===== config.mk =====
export PLATFORM = sky130hd
export DESIGN_NAME = prv_trap_ctrl
export DESIGN_NICKNAME = d
export VERILOG_FILES = /design/src/rtl/machine_mode_types_1_13_pkg.sv /design/src/rtl/prv_trap_prio.sv /design/src/rtl/prv_trap_ctrl.sv
export SDC_FILE = /design/constraint.sdc
export NUM_CORES = 1
export LEC_CHECK = 0
export BUFFER_PORTS_ARGS = -buffer_cell sky130_fd_sc_hd__buf_2
export CORE_ASPECT_RATIO = 0.7
export CORE_MARGIN = 2
export CORE_UTILIZATION = 40
export CTS_CLUSTER_SIZE = 30
export DETAILED_ROUTE_END_ITERATION = 8
export PLACE_DENSITY = 0.71
export SLEW_MARGIN = 10
export SYNTH_ARGS = -nofsm -noshare
export SYNTH_HDL_FRONTEND = slang
export SYNTH_SLANG_ARGS = --single-unit

===== constraint.sdc =====
create_clock -name CLK -period 9.97 [get_ports CLK]
set_input_delay 0.4985 -clock CLK [delete_from_list [all_inputs] [get_ports CLK]]
set_output_delay 0.4985 -clock CLK [all_outputs]
set_load 0.01 [all_outputs]

===== src/rtl/machine_mode_types_1_13_pkg.sv =====
// Shared types and constants for the machine-mode trap controller:
// FSM states, exception/interrupt cause codes, mtvec modes and the
// trap-vector target helper.
package machine_mode_types_1_13_pkg;

    typedef enum logic [1:0] {
        ST_IDLE  = 2'd0,
        ST_TRAP  = 2'd1,
        ST_RET   = 2'd2,
        ST_SLEEP = 2'd3
    } trap_state_t;

    typedef enum logic [4:0] {
        CAUSE_MAL_INSN    = 5'd0,
        CAUSE_FAULT_INSN  = 5'd1,
        CAUSE_ILLEGAL     = 5'd2,
        CAUSE_BREAKPOINT  = 5'd3,
        CAUSE_MAL_LOAD    = 5'd4,
        CAUSE_FAULT_LOAD  = 5'd5,
        CAUSE_MAL_STORE   = 5'd6,
        CAUSE_FAULT_STORE = 5'd7,
        CAUSE_ENV         = 5'd11,
        CAUSE_INSN_PAGE   = 5'd12,
        CAUSE_LOAD_PAGE   = 5'd13,
        CAUSE_STORE_PAGE  = 5'd15
    } exc_cause_t;

    typedef enum logic [4:0] {
        INT_SOFT  = 5'd3,
        INT_TIMER = 5'd7,
        INT_EXT   = 5'd11
    } int_cause_t;

    localparam logic [1:0] MTVEC_DIRECT   = 2'd0;
    localparam logic [1:0] MTVEC_VECTORED = 2'd1;

    // Bit positions inside the 12-bit exception flag vector.
    localparam int unsigned EXC_FAULT_INSN  = 0;
    localparam int unsigned EXC_MAL_INSN    = 1;
    localparam int unsigned EXC_ILLEGAL     = 2;
    localparam int unsigned EXC_FAULT_LOAD  = 3;
    localparam int unsigned EXC_MAL_LOAD    = 4;
    localparam int unsigned EXC_FAULT_STORE = 5;
    localparam int unsigned EXC_MAL_STORE   = 6;
    localparam int unsigned EXC_BREAKPOINT  = 7;
    localparam int unsigned EXC_ENV         = 8;
    localparam int unsigned EXC_INSN_PAGE   = 9;
    localparam int unsigned EXC_LOAD_PAGE   = 10;
    localparam int unsigned EXC_STORE_PAGE  = 11;

    // Bit positions inside the {ext, timer, soft} interrupt vector.
    localparam int unsigned IRQ_SOFT  = 0;
    localparam int unsigned IRQ_TIMER = 1;
    localparam int unsigned IRQ_EXT   = 2;

    // Redirect target: base for exceptions or direct mode, base + 4*cause
    // for interrupts in vectored mode (wraps at 32 bits).
    function automatic logic [31:0] trap_target(input logic [31:0] tvec,
                                                input logic        is_int,
                                                input logic [4:0]  cause);
        logic [31:0] base;
        base = {tvec[31:2], 2'b00};
        trap_target = base;
        if (is_int && (tvec[1:0] == MTVEC_VECTORED))
            trap_target = base + {25'd0, cause, 2'b00};
    endfunction

endpackage


===== src/rtl/prv_trap_prio.sv =====
// Combinational trap priority encoder: picks the highest-priority
// exception, else the highest-priority (already enabled) interrupt.
module prv_trap_prio
    import machine_mode_types_1_13_pkg::*;
(
    input  logic [11:0] exc,
    input  logic [2:0]  irq,
    output logic        valid,
    output logic        is_int,
    output logic [4:0]  cause,
    output logic        zero_tval
);

    // Fixed-priority selection; zero_tval marks causes that report mtval = 0.
    always_comb begin
        valid     = 1'b0;
        is_int    = 1'b0;
        cause     = '0;
        zero_tval = 1'b0;
        if (exc[EXC_INSN_PAGE]) begin
            valid = 1'b1; cause = CAUSE_INSN_PAGE;
        end else if (exc[EXC_FAULT_INSN]) begin
            valid = 1'b1; cause = CAUSE_FAULT_INSN;
        end else if (exc[EXC_ILLEGAL]) begin
            valid = 1'b1; cause = CAUSE_ILLEGAL;
        end else if (exc[EXC_MAL_INSN]) begin
            valid = 1'b1; cause = CAUSE_MAL_INSN;
        end else if (exc[EXC_BREAKPOINT]) begin
            valid = 1'b1; cause = CAUSE_BREAKPOINT; zero_tval = 1'b1;
        end else if (exc[EXC_ENV]) begin
            valid = 1'b1; cause = CAUSE_ENV; zero_tval = 1'b1;
        end else if (exc[EXC_MAL_STORE]) begin
            valid = 1'b1; cause = CAUSE_MAL_STORE;
        end else if (exc[EXC_MAL_LOAD]) begin
            valid = 1'b1; cause = CAUSE_MAL_LOAD;
        end else if (exc[EXC_STORE_PAGE]) begin
            valid = 1'b1; cause = CAUSE_STORE_PAGE;
        end else if (exc[EXC_LOAD_PAGE]) begin
            valid = 1'b1; cause = CAUSE_LOAD_PAGE;
        end else if (exc[EXC_FAULT_STORE]) begin
            valid = 1'b1; cause = CAUSE_FAULT_STORE;
        end else if (exc[EXC_FAULT_LOAD]) begin
            valid = 1'b1; cause = CAUSE_FAULT_LOAD;
        end else if (irq[IRQ_EXT]) begin
            valid = 1'b1; is_int = 1'b1; cause = INT_EXT; zero_tval = 1'b1;
        end else if (irq[IRQ_SOFT]) begin
            valid = 1'b1; is_int = 1'b1; cause = INT_SOFT; zero_tval = 1'b1;
        end else if (irq[IRQ_TIMER]) begin
            valid = 1'b1; is_int = 1'b1; cause = INT_TIMER; zero_tval = 1'b1;
        end
    end

endmodule


===== src/rtl/prv_trap_ctrl.sv =====
// Machine-mode trap controller: takes exceptions/interrupts, handles mret
// and wfi, and issues one-cycle redirect and CSR-update strobes.
module prv_trap_ctrl
    import machine_mode_types_1_13_pkg::*;
(
    input  logic        CLK,
    input  logic        RST,
    input  logic [11:0] exc_in,
    input  logic        mret,
    input  logic        wfi,
    input  logic        ex_mem_stall,
    input  logic [31:0] epc,
    input  logic [31:0] badaddr,
    input  logic        timer_int,
    input  logic        soft_int,
    input  logic        ext_int,
    input  logic [2:0]  mie_en,
    input  logic        glob_ie,
    input  logic [31:0] mtvec,
    input  logic [31:0] mepc_r,
    output logic        insert_pc,
    output logic [31:0] priv_pc,
    output logic        intr,
    output logic        csr_we,
    output logic [31:0] mepc_o,
    output logic [31:0] mcause_o,
    output logic [31:0] mtval_o,
    output logic        mstatus_trap,
    output logic        mstatus_ret,
    output logic        wfi_stall
);

    trap_state_t state;
    logic        intr_q;

    logic [2:0]  irq_pend;
    logic        wake;
    logic [11:0] exc_sel;
    logic        p_valid;
    logic        p_is_int;
    logic [4:0]  p_cause;
    logic        p_zero_tval;

    // Exceptions only count from IDLE; a sleep exit can only be an interrupt.
    assign irq_pend = {ext_int, timer_int, soft_int} & mie_en;
    assign wake     = |irq_pend;
    assign exc_sel  = (state == ST_IDLE) ? exc_in : '0;

    prv_trap_prio u_prio (
        .exc       (exc_sel),
        .irq       (irq_pend & {3{glob_ie}}),
        .valid     (p_valid),
        .is_int    (p_is_int),
        .cause     (p_cause),
        .zero_tval (p_zero_tval)
    );

    // Strobes are decoded from the registered state, so they are glitch-free
    // and drop to zero in the cycle after any reset.
    assign insert_pc    = (state == ST_TRAP) || (state == ST_RET);
    assign csr_we       = (state == ST_TRAP);
    assign mstatus_trap = (state == ST_TRAP);
    assign mstatus_ret  = (state == ST_RET);
    assign intr         = (state == ST_TRAP) && intr_q;
    assign wfi_stall    = (state == ST_SLEEP);

    // FSM plus capture of the trap/return payload on entry to TRAP/RET.
    always_ff @(posedge CLK) begin
        if (RST) begin
            state    <= ST_IDLE;
            intr_q   <= 1'b0;
            priv_pc  <= '0;
            mepc_o   <= '0;
            mcause_o <= '0;
            mtval_o  <= '0;
        end else begin
            case (state)
                ST_IDLE: begin
                    if (!ex_mem_stall) begin
                        if (p_valid) begin
                            state    <= ST_TRAP;
                            intr_q   <= p_is_int;
                            priv_pc  <= trap_target(mtvec, p_is_int, p_cause);
                            mepc_o   <= epc;
                            mcause_o <= {p_is_int, 26'd0, p_cause};
                            mtval_o  <= p_zero_tval ? '0 : badaddr;
                        end else if (mret) begin
                            state   <= ST_RET;
                            intr_q  <= 1'b0;
                            priv_pc <= mepc_r;
                        end else if (wfi) begin
                            state <= ST_SLEEP;
                        end
                    end
                end
                ST_TRAP, ST_RET: state <= ST_IDLE;
                ST_SLEEP: begin
                    // Wake ignores glob_ie; p_valid implies glob_ie here.
                    if (wake) begin
                        if (p_valid) begin
                            state    <= ST_TRAP;
                            intr_q   <= 1'b1;
                            priv_pc  <= trap_target(mtvec, 1'b1, p_cause);
                            mepc_o   <= epc;
                            mcause_o <= {1'b1, 26'd0, p_cause};
                            mtval_o  <= '0;
                        end else begin
                            state <= ST_IDLE;
                        end
                    end
                end
                default: state <= ST_IDLE;
            endcase
        end
    end

endmodule


==> results.md <==
* Hold slack at approximately 0.38 ns
* Vias per cell at 5.67
* Peak Freq at 0.222 GHz
* Fin. max-slew vios at 0
* Number of distinct library cells after synthesis at 71
* Setup_tns at 0 ns
* Post-CTS Hold Fix Bufs at 0
* Clock Latency Late Sink at roughly 0.35 ns
* CP cell instances: inv_1, ha_1, o21a_1, nor2_1, o21ai_0, o21ai_0, a22o_1, ha_1, nand3_1, o22ai_1, nand4_1, or4_1, a21o_1, a311oi_1
* Routed WL at roughly 22000 microns
* Dominant synthesized flop cell: dfxtp_1
* Worst min-delay path category: primary input to flop
* RSZ-0062 raised after global routing: false
* Post-synth EDFFs at 0
* Max IR drop VDD at 0.0932 mV
* Layout area overhead at 26.3%
* Post-synthesis register bit count at 104
* Clock Pin Slew Worst Setup and Hold Paths at 0.08 ns
* Mapped Area at around 6000 sq um
* Post-route setup slack at 5.46 ns
* Slowest stage delay, CP at 0.77 ns
* IO Count at 286
* WL per Instance at roughly 18 microns
* Total setup buffers inserted after CTS at 0
* Power Dens Cells at 151 nW/um^2
* Final period demand of the worst path at 4.51 ns
* DRT Pass-1 Iters at 5
* TritonCTS clock tree: built
* Routability congestion estimate at 0.971
* Worst Path Max Fanout at 29
* Initial Util at between 40% and 50%
* Post-synthesis sequential area ratio at 34.7%
* Synthesized area per cell at 7.64 sq um
* Htree depth at 3
* Die area at 16000 sq um
* Critical Path End Type: flop
* Total number of vias at 6827
* Setup crit start kind: flop
* Crit Path Category: flop to flop
* Initial antenna violation count at 1
* CP top delay family: compound AO/OA/AOI/OAI gates
* DRC at 0
* Required @ worst endpoint at between 10 and 15 ns
* Most common library cell in the layout ignoring fill and taps: buf_2
* First-pass GRT wire length at around 32000 microns
* Arrival time of the worst setup path at 4.77 ns
* Async SR Flop Fraction at 0%
* Die Y at 106 microns
* Clock Sinks at ~100
* ANT nets after route at 0
* Global Route Usage Sum at 25.9%
* Commonest non-fill, non-tap cells in the layout: 257 x buf_2, 113 x nand2_1, 104 x dfxtp_1
* CTS Buffer Depth at 2
* Fraction of layout cells with a size suffix above 1 at between 30% and 40%
* Clock root buffer: clkbuf_16
* Bufs and invs on worst path at 1
* Detailed placement HPWL at 16200 microns
* PostCTS Resize Cnt at 0
* Slowest CP cell: ha_1
* Setup violations, final at 0
* Die Wd at about 150 microns
* Number of global-route vias before repair at 5981
* Least-Margin Pin Slew at around 1 ns
* Worst Skew at ~0.012 ns
* Placeable Area at 14700 sq um
* DRT iter0 DRCs at 750
* Fin. Hold Viols at 0
* Num rows at 37
* Max_cap viols at 0
* Setup WS pre-CTS at 5.50 ns
* Worst relative slew slack at between 30 and 40%
* Gate Count Post-Synth at between 700 and 800
* Final nets at 1167
* Outcome: complete, no violations
* Number of buffers created by CTS at 9
* P_leak at 3.42 nW
* IO buf count at 258
* Antenna diode count at 0
* Largest net degree at the start of global routing at 69
* Overflow after GRT at 0
* Yosys synthesis warning count at 0
* Period utilization at 45.3%
==> per-layer routing <==
layer | wire (microns) | vias to the layer above | share of wire [%] | track usage, %
li1 | - | 3259 | - | -
met1 | 9700 | 3118 | 45 | 37.4
met2 | 9040 | 407 | 42 | 36.4
met3 | 2560 | 41 | 12 | 8.63
met4 | 345 | 2 | 1.6 | 7.21
met5 | 13 | - | 0.060 | 0
==> sequential cells by signal (all words and copies together), names as in the netlist <==
name and flops:
mcause_o 5, intr_q 1, mtval_o 32, mepc_o 32
priv_pc 32, state 2
==> final timing paths <==
path	startpoint	end	slack (ns)	cells past startpoint
min reg2reg	mepc_o[6]	mepc_o[6]	0.45	2
max reg2reg	state[0]	priv_pc[13]	5.46	14
max	state[0]	priv_pc[13]	5.46	14
min	epc[17]	mepc_o[17]	0.38	3
==> cell type report <==
| type | instances | area [sq um] |
|---|---|---|
| fillers | 1490 | 7110 |
| multi-input cells | 613 | 3530 |
| flip-flops and latches | 104 | 2080 |
| repair buffers | 268 | 1370 |
| well taps | 195 | 244 |
| clock buffers | 9 | 225 |
| clock inverters | 7 | 88.8 |
| inverters | 9 | 33.8 |
==> logic make-up after synthesis <==
logic type	Yosys count	share of synthesized area (%)
adder cells (fa/ha/maj)	10	2.21
buffers and inverters	93	8.25
flip-flops	104	34.7
XOR/XNOR	9	1.32
AND/OR/NAND/NOR	321	24.6
other	1	0.0626
AO/OA/AOI/OAI	244	28.5
multiplexers	2	0.355
==> worst register-to-register path: cells and delay by family (launching register included) <==
family	cells	cell delay, ns
AO/OA/AOI/OAI	7	1.91
adder cells (fa/ha/maj)	2	1.14
AND/OR/NAND/NOR	4	0.92
flip-flops	1	0.33
buffers and inverters	1	0.13
==> power breakdown <==
| part | switching (W) | total, W | internal, W |
|---|---|---|---|
| Combinational | 0.000188 | 0.000300 | 0.000112 |
| Clock | 0.000177 | 0.000378 | 0.000201 |
| Sequential | 0.0000164 | 0.000465 | 0.000449 |
| Total | 0.000381 | 0.00114 | 0.000762 |
==> cell usage after synthesis (3+ instances only) <==
library cell | count | area, sq um
a211oi_1 | 20 | 150
a21o_1 | 8 | 60.1
a21oi_1 | 58 | 290
a221o_1 | 3 | 30.0
a221oi_1 | 6 | 52.6
a22o_1 | 3 | 26.3
a22oi_1 | 40 | 300
a311oi_1 | 9 | 78.8
a31oi_1 | 7 | 43.8
a32o_1 | 3 | 30.0
a32oi_1 | 3 | 26.3
a41oi_1 | 5 | 43.8
and3_1 | 8 | 50.1
buf_2 | 16 | 80.1
buf_4 | 31 | 233
clkbuf_1 | 35 | 131
dfxtp_1 | 104 | 2080
ha_1 | 9 | 113
inv_1 | 8 | 30.0
nand2_1 | 114 | 428
nand2b_1 | 5 | 31.3
nand3_1 | 16 | 80.1
nand4_1 | 15 | 93.8
nor2_1 | 100 | 375
nor2b_1 | 4 | 25.0
nor3_1 | 29 | 145
nor4_1 | 7 | 43.8
nor4b_1 | 3 | 26.3
o211ai_1 | 3 | 22.5
o21a_1 | 4 | 30.0
o21ai_0 | 37 | 185
o22ai_1 | 5 | 31.3
o31ai_1 | 6 | 45.0
or3_1 | 3 | 18.8
or4_1 | 3 | 22.5
xnor2_1 | 6 | 52.6
xor2_1 | 3 | 26.3
==> per-stage QoR <==
step / power [W] / cells / utilization, % / cell area (sq um)
2_1_floorplan: 0.000659 / 810 / - / 6090
5_1_grt: 0.00120 / 1205 / 51.6 / 7570
4_1_cts: 0.00115 / 1205 / 51.6 / 7570
3_5_place_dp: 0.000769 / 1189 / 49.4 / 7260
6_report: 0.00114 / 1205 / 51.6 / 7570
3_3_place_gp: 0.000767 / 1189 / 49.4 / 7260
(Power assumes the default switching activity.)
